`config.mk`:
```
export PLATFORM = sky130hd
export DESIGN_NAME = cycle_seq
export DESIGN_NICKNAME = d
export VERILOG_FILES = /design/src/rtl/cycle_seq_pkg.sv /design/src/rtl/cycle_seq_phase_gen.sv /design/src/rtl/cycle_seq.sv
export SDC_FILE = /design/constraint.sdc
export NUM_CORES = 1
export LEC_CHECK = 0
export CAP_MARGIN = 5
export CORE_MARGIN = 4
export CORE_UTILIZATION = 29
export CTS_CLUSTER_DIAMETER = 30
export DETAILED_ROUTE_END_ITERATION = 10
export PLACE_DENSITY_LB_ADDON = 0.15
export REMOVE_ABC_BUFFERS = 1
export SYNTH_ARGS = -nofsm -noshare
export SYNTH_HDL_FRONTEND = slang
export SYNTH_SLANG_ARGS = --single-unit
```
`constraint.sdc`:
```
create_clock -name clk -period 1.4 [get_ports clk]
set_input_delay 0.35 -clock clk [delete_from_list [all_inputs] [get_ports clk]]
set_output_delay 0.35 -clock clk [all_outputs]
set_load 0.02 [all_outputs]
```
`src/rtl/cycle_seq_pkg.sv`:
```
// Shared types for the instruction-cycle sequencer: FSM states, quadrature phases
// and the 2-bit state encoding presented on the state output.
package cycle_seq_pkg;

  typedef enum logic [2:0] {
    ST_IDLE,
    ST_FILL,
    ST_RUN,
    ST_FLUSH,
    ST_HALT
  } state_e;

  typedef enum logic [1:0] {
    PH_Q1 = 2'd0,
    PH_Q2 = 2'd1,
    PH_Q3 = 2'd2,
    PH_Q4 = 2'd3
  } phase_e;

  localparam logic [1:0] STATE_OUT_IDLE = 2'd0;
  localparam logic [1:0] STATE_OUT_FILL = 2'd1;
  localparam logic [1:0] STATE_OUT_RUN  = 2'd2;
  localparam logic [1:0] STATE_OUT_HALT = 2'd3;

  // FLUSH is externally indistinguishable from RUN apart from exec_valid.
  function automatic logic [1:0] state_out(input state_e st);
    logic [1:0] enc;
    enc = STATE_OUT_IDLE;
    unique case (st)
      ST_IDLE:  enc = STATE_OUT_IDLE;
      ST_FILL:  enc = STATE_OUT_FILL;
      ST_RUN:   enc = STATE_OUT_RUN;
      ST_FLUSH: enc = STATE_OUT_RUN;
      ST_HALT:  enc = STATE_OUT_HALT;
      default:  enc = STATE_OUT_IDLE;
    endcase
    return enc;
  endfunction

endpackage

```
`src/rtl/cycle_seq_phase_gen.sv`:
```
// Quadrature phase counter with registered one-hot strobes (bit i = phase Qi+1).
// adv steps the counter; strobe_en decides whether the next cycle shows a strobe.
module phase_gen
  import cycle_seq_pkg::*;
(
  input  logic       clk,
  input  logic       reset,
  input  logic       adv,
  input  logic       strobe_en,
  output logic [1:0] phase,
  output logic [3:0] strobe
);

  logic [1:0] phase_q, phase_d;
  logic [3:0] strobe_q, strobe_d;
  logic [3:0] one_hot_base;

  always_comb begin
    one_hot_base = 4'b0001;
    phase_d      = phase_q;
    if (adv) begin
      phase_d = phase_q + 2'd1;
    end
    strobe_d = strobe_en ? (one_hot_base << phase_d) : 4'b0000;
  end

  always_ff @(posedge clk or posedge reset) begin
    if (reset) begin
      phase_q  <= PH_Q1;
      strobe_q <= 4'b0000;
    end else begin
      phase_q  <= phase_d;
      strobe_q <= strobe_d;
    end
  end

  assign phase  = phase_q;
  assign strobe = strobe_q;

endmodule

```
`src/rtl/cycle_seq.sv`:
```
// Four-phase instruction-cycle sequencer with fill/flush/halt control.
// Define CYCLE_SEQ_STEP_EN to add a single-step input usable while halted.
module cycle_seq
  import cycle_seq_pkg::*;
#(
  parameter int CNT_W = 8
) (
  input  logic             clk,
  input  logic             reset,
  input  logic             branch_req,
  input  logic             halt_req,
`ifdef CYCLE_SEQ_STEP_EN
  input  logic             step,
`endif
  output logic             q1,
  output logic             q2,
  output logic             q3,
  output logic             q4,
  output logic             fetch_en,
  output logic             pc_inc,
  output logic             exec_valid,
  output logic [1:0]       state,
  output logic [CNT_W-1:0] cycle_cnt
);

  state_e           state_q, state_d;
  logic             flush_pend_q, flush_pend_d;
  logic [CNT_W-1:0] cnt_q, cnt_d;
  logic             adv;
  logic             strobe_en;
  logic             branch_take;
  logic             stop_req;
  logic             resume_go;
  logic [1:0]       phase;
  logic [3:0]       strobe;
`ifdef CYCLE_SEQ_STEP_EN
  logic             step_run_q, step_run_d;
`endif

  phase_gen u_phase_gen (
    .clk       (clk),
    .reset     (reset),
    .adv       (adv),
    .strobe_en (strobe_en),
    .phase     (phase),
    .strobe    (strobe)
  );

  // A stepped cycle always falls back into HALT, whatever halt_req says.
  always_comb begin
`ifdef CYCLE_SEQ_STEP_EN
    stop_req  = halt_req || step_run_q;
    resume_go = step || !halt_req;
`else
    stop_req  = halt_req;
    resume_go = !halt_req;
`endif
  end

  always_comb begin
    state_d      = state_q;
    flush_pend_d = flush_pend_q;
    cnt_d        = cnt_q;
    adv          = 1'b0;
    strobe_en    = 1'b0;
    branch_take  = 1'b0;
`ifdef CYCLE_SEQ_STEP_EN
    step_run_d   = step_run_q;
`endif
    unique case (state_q)
      ST_IDLE: begin
        state_d   = ST_FILL;
        strobe_en = 1'b1;
      end
      ST_FILL, ST_RUN, ST_FLUSH: begin
        adv       = 1'b1;
        strobe_en = 1'b1;
        if (phase == PH_Q4) begin
          branch_take = (state_q == ST_RUN) && branch_req;
          if (state_q == ST_RUN) begin
            cnt_d = cnt_q + 1'b1;
          end
          if (stop_req) begin
            state_d      = ST_HALT;
            strobe_en    = 1'b0;
            flush_pend_d = branch_take;
`ifdef CYCLE_SEQ_STEP_EN
            step_run_d   = 1'b0;
`endif
          end else begin
            state_d = branch_take ? ST_FLUSH : ST_RUN;
          end
        end
      end
      ST_HALT: begin
        // The pipeline is still full on exit, so resume straight into RUN
        // unless a branch was taken on the way into HALT.
        if (resume_go) begin
          state_d      = flush_pend_q ? ST_FLUSH : ST_RUN;
          flush_pend_d = 1'b0;
          strobe_en    = 1'b1;
`ifdef CYCLE_SEQ_STEP_EN
          step_run_d   = step;
`endif
        end
      end
      default: state_d = ST_IDLE;
    endcase
  end

  always_ff @(posedge clk or posedge reset) begin
    if (reset) begin
      state_q      <= ST_IDLE;
      flush_pend_q <= 1'b0;
      cnt_q        <= '0;
`ifdef CYCLE_SEQ_STEP_EN
      step_run_q   <= 1'b0;
`endif
    end else begin
      state_q      <= state_d;
      flush_pend_q <= flush_pend_d;
      cnt_q        <= cnt_d;
`ifdef CYCLE_SEQ_STEP_EN
      step_run_q   <= step_run_d;
`endif
    end
  end

  assign q1         = strobe[0];
  assign q2         = strobe[1];
  assign q3         = strobe[2];
  assign q4         = strobe[3];
  assign fetch_en   = strobe[3];
  assign pc_inc     = strobe[0];
  assign exec_valid = (state_q == ST_RUN);
  assign state      = state_out(state_q);
  assign cycle_cnt  = cnt_q;

endmodule

```
==> results by group <==
GRT
  – Initial antenna violation count: 0
  – GR peak layer: met2
  – Pin count of the biggest net entering global routing: 19
  – GR Util met1: 13.39%
  – Grt total ovfl: 0
  – Vias in the first global route: approximately 780
  – First-pass GRT wire length: ~3.5 mm
  – GRT Total Usage: between 10% and 20%
  – M2 GR Usage: around 17%
  – Met3 Usage GRT: under 10%

Cells and area
  – # fillers: 267
  – Diodes inserted: 0
  – Share of layout cells above drive strength 1: roughly 42%
  – Utilization after layout: about half
  – Finished Layout Cells: ~160
  – Nets@finish: between 100 and 150
  – Area growth syn-to-layout: 61.44%

STA
  – RSZ-0062 raised after global routing: true
  – Worst Skew: between 0.9 and 1 ps
  – Max Freq: 632.5 MHz
  – Fin. Hold Viols: 0
  – Fin crit period: approximately 1600 ps
  – Min setup slack post-route: -180.9 ps
  – Total Neg Setup Slack: -464.3 ps
  – Endpoints failing setup: 4
  – Final worst path period share: 112.9%
  – Slew HR: a little over two thirds
  – Max Slew Vio Count: 0
  – Min Hold Slack: between 300 and 400 ps
  – Worst Tran Pin Value: between 400 and 500 ps

Worst setup path
  – FF-to-FF path depth: 6
  – Critical path peak fanout: 3
  – FF-to-FF End: cycle_cnt[7]
  – Critical path required time: ~1100 ps
  – R2R Path Start: state_q[0]
  – Startpoint types: flop
  – Critical Path End Type: output port
  – Worst reg-to-reg setup slack: -20 ps
  – Worst Setup Path Type: reg2out
  – WP data arrival: between 1000 and 1500 ps

Synthesis
  – Area leader, netlist: dfrtp_1
  – Mean post-synth cell area: around 10 um^2
  – Post-synth EDFFs: 0
  – Cell count after synthesis: 86
  – Post-Syn Area: between 900 and 1000 um^2
  – Top cells by area, synth: dfrtp_1 50%, xor2_1 4.9%, nand2_1 4.2%
  – Post-synth top cells: 18 x dfrtp_1, 10 x nand2_1, 7 x nor2_1
  – Most frequent cell after synthesis: dfrtp_1
  – Sequential area share after synthesis: between 40 and 50%
  – Ys async rst share: 100.0%
  – Synthesis-stage register bit count: 18
  – Post-synth top area share: around half
  – Top_reg_cell synth: dfrtp_1
  – Library cells used by synthesis: 31
  – YS warnings: 0

Power and ir drop
  – Switching Fraction: between 40% and 50%
  – Switching pwr: 1238 uW
  – Leak: about 0.00076 uW
  – Maximum VDD drop: around 1200 uV
  – Pint: ~1700 uW
  – Clk network pwr share: approximately 8.6%
  – Combinational cell fraction of total power: about 64%
  – PnR Total Power: slightly below 3000 uW
  – Pwr dens: around 2000 nW/um^2
  – Flop pwr share: a little over a quarter

Route
  – Final wirelength: around 2.2 mm
  – Routed vias/inst: slightly below 5
  – ANT nets after route: 0
  – 1st-iter DRT viols: 7
  – Post-route DRC: 0
  – Routed length per instance: between 10 and 15 um
  – Routed vias: 800
  – Router iterations before antenna repair: 4

Placed design
  – Dpl cells: ~150
  – PortBufs: 20
  – Post-detail-place hpwl: 1.442 mm
  – RD Place Congestion: roughly 0.94

Floorplanning
  – Site Rows: 19
  – Io pins: 21
  – Die X: between 60 and 70 um
  – Die area: 4067 um^2
  – Core area: 2853 um^2
  – Height of the die: approximately 64 um
  – Initial Util: 31.62%

Job
  – Number of max-cap violations: 0

CTS
  – Worst skew pair latency: between 200 and 300 ps
  – Max Root-Sink Buffers: 2
  – Max H-tree Level: 1
  – Clk pin slew, worst setup/hold paths: 100 ps
  – Num CTS Buffers: 3
  – CTS tree: yes
  – CTS Sinks: 18
  – Clock Tree Root: clkbuf_4
  – Hold_buf cts: 0

Worst hold path
  – HP Class: in2async

Outcome
  – Failing checks: negative setup slack
  – Status: complete, but fails checks
[what timing repair did]
action                                 CTS  global route
setup endpoints to repair               29            19
endpoints found under the hold margin    0             0
gates resized for setup                 44            18
pin swaps                                5            13
buffers inserted                         7             1
[layer usage]
metal  wire (um)  up-vias
met3          92        4
li1            -      397
met4          36        0
met2        1070       18
met5           0        -
met1         971      381
[worst max-delay path, stage by stage, from the launching register on]
cell and delay, ps:
dfrtp_1 420, buf_4 150, buf_6 110, nor3_2 100, buf_4 160
[power groups by stage]
stage          Combinational (uW)  Clock [uW]  Sequential (uW)
2_1_floorplan                 597           0              982
3_3_place_gp                 1540           0              787
3_5_place_dp                 1530           0              795
4_1_cts                      1630         261              787
5_1_grt                      2060         283              833
6_report                     1920         257              808
[sequential cells by signal (all words and copies together) (netlist names)]
signal / flops
u_phase_gen.strobe: 4
u_phase_gen.phase: 2
flush_pend_q: 1
state_q: 3
cycle_cnt: 8
[per-stage QoR]
stage                     setup WS [ps]  cell area, um^2
final                            -180.9             1456
after global routing             -227.1             1456
after CTS                        -169.6             1374
after detailed placement         -292.3             1272
after global placement           -284.3             1272
after floorplan                  -126.3            860.8
[cell families after synthesis]
kind of cell / share of synthesized area [%]
compound gates: 13.46
fa+ha+maj: 2.773
mux: 1.110
buf+inv: 6.655
simple gates: 17.34
flops: 49.93
xor+xnor: 8.737
[final cells by class]
class	count	area [um^2]	area share (%)
Clock buffer	3	22.52	1.546
Tap cell	31	38.79	2.663
Timing Repair Buffer	50	422.9	29.04
Multi-Input combinational cell	57	501.7	34.45
Inverter	5	18.77	1.289
Sequential cell	18	451.7	31.01
[worst max-delay path by stage]
stage | to | start | cells past startpoint
floorplan | cycle_cnt[7] | u_phase_gen.phase[0] | 4
global placement | state[0] | state_q[0] | 4
detailed placement | state[0] | state_q[0] | 4
CTS | exec_valid | state_q[0] | 4
global route | exec_valid | state_q[0] | 4
finish | exec_valid | state_q[0] | 4
[cells in the final DEF, fill, tap and decap left out, types with 4 or more instances in the layout]
cell	synthesis	final
buf_4	2	27
dfrtp_1	18	17
dlygate4sd2_1	0	14
nand2_1	10	9
buf_6	1	6
xor2_1	5	5
inv_1	4	4
xnor2_1	4	4
nor2_1	7	4
Note: power is estimated with default switching activity, not from simulation.
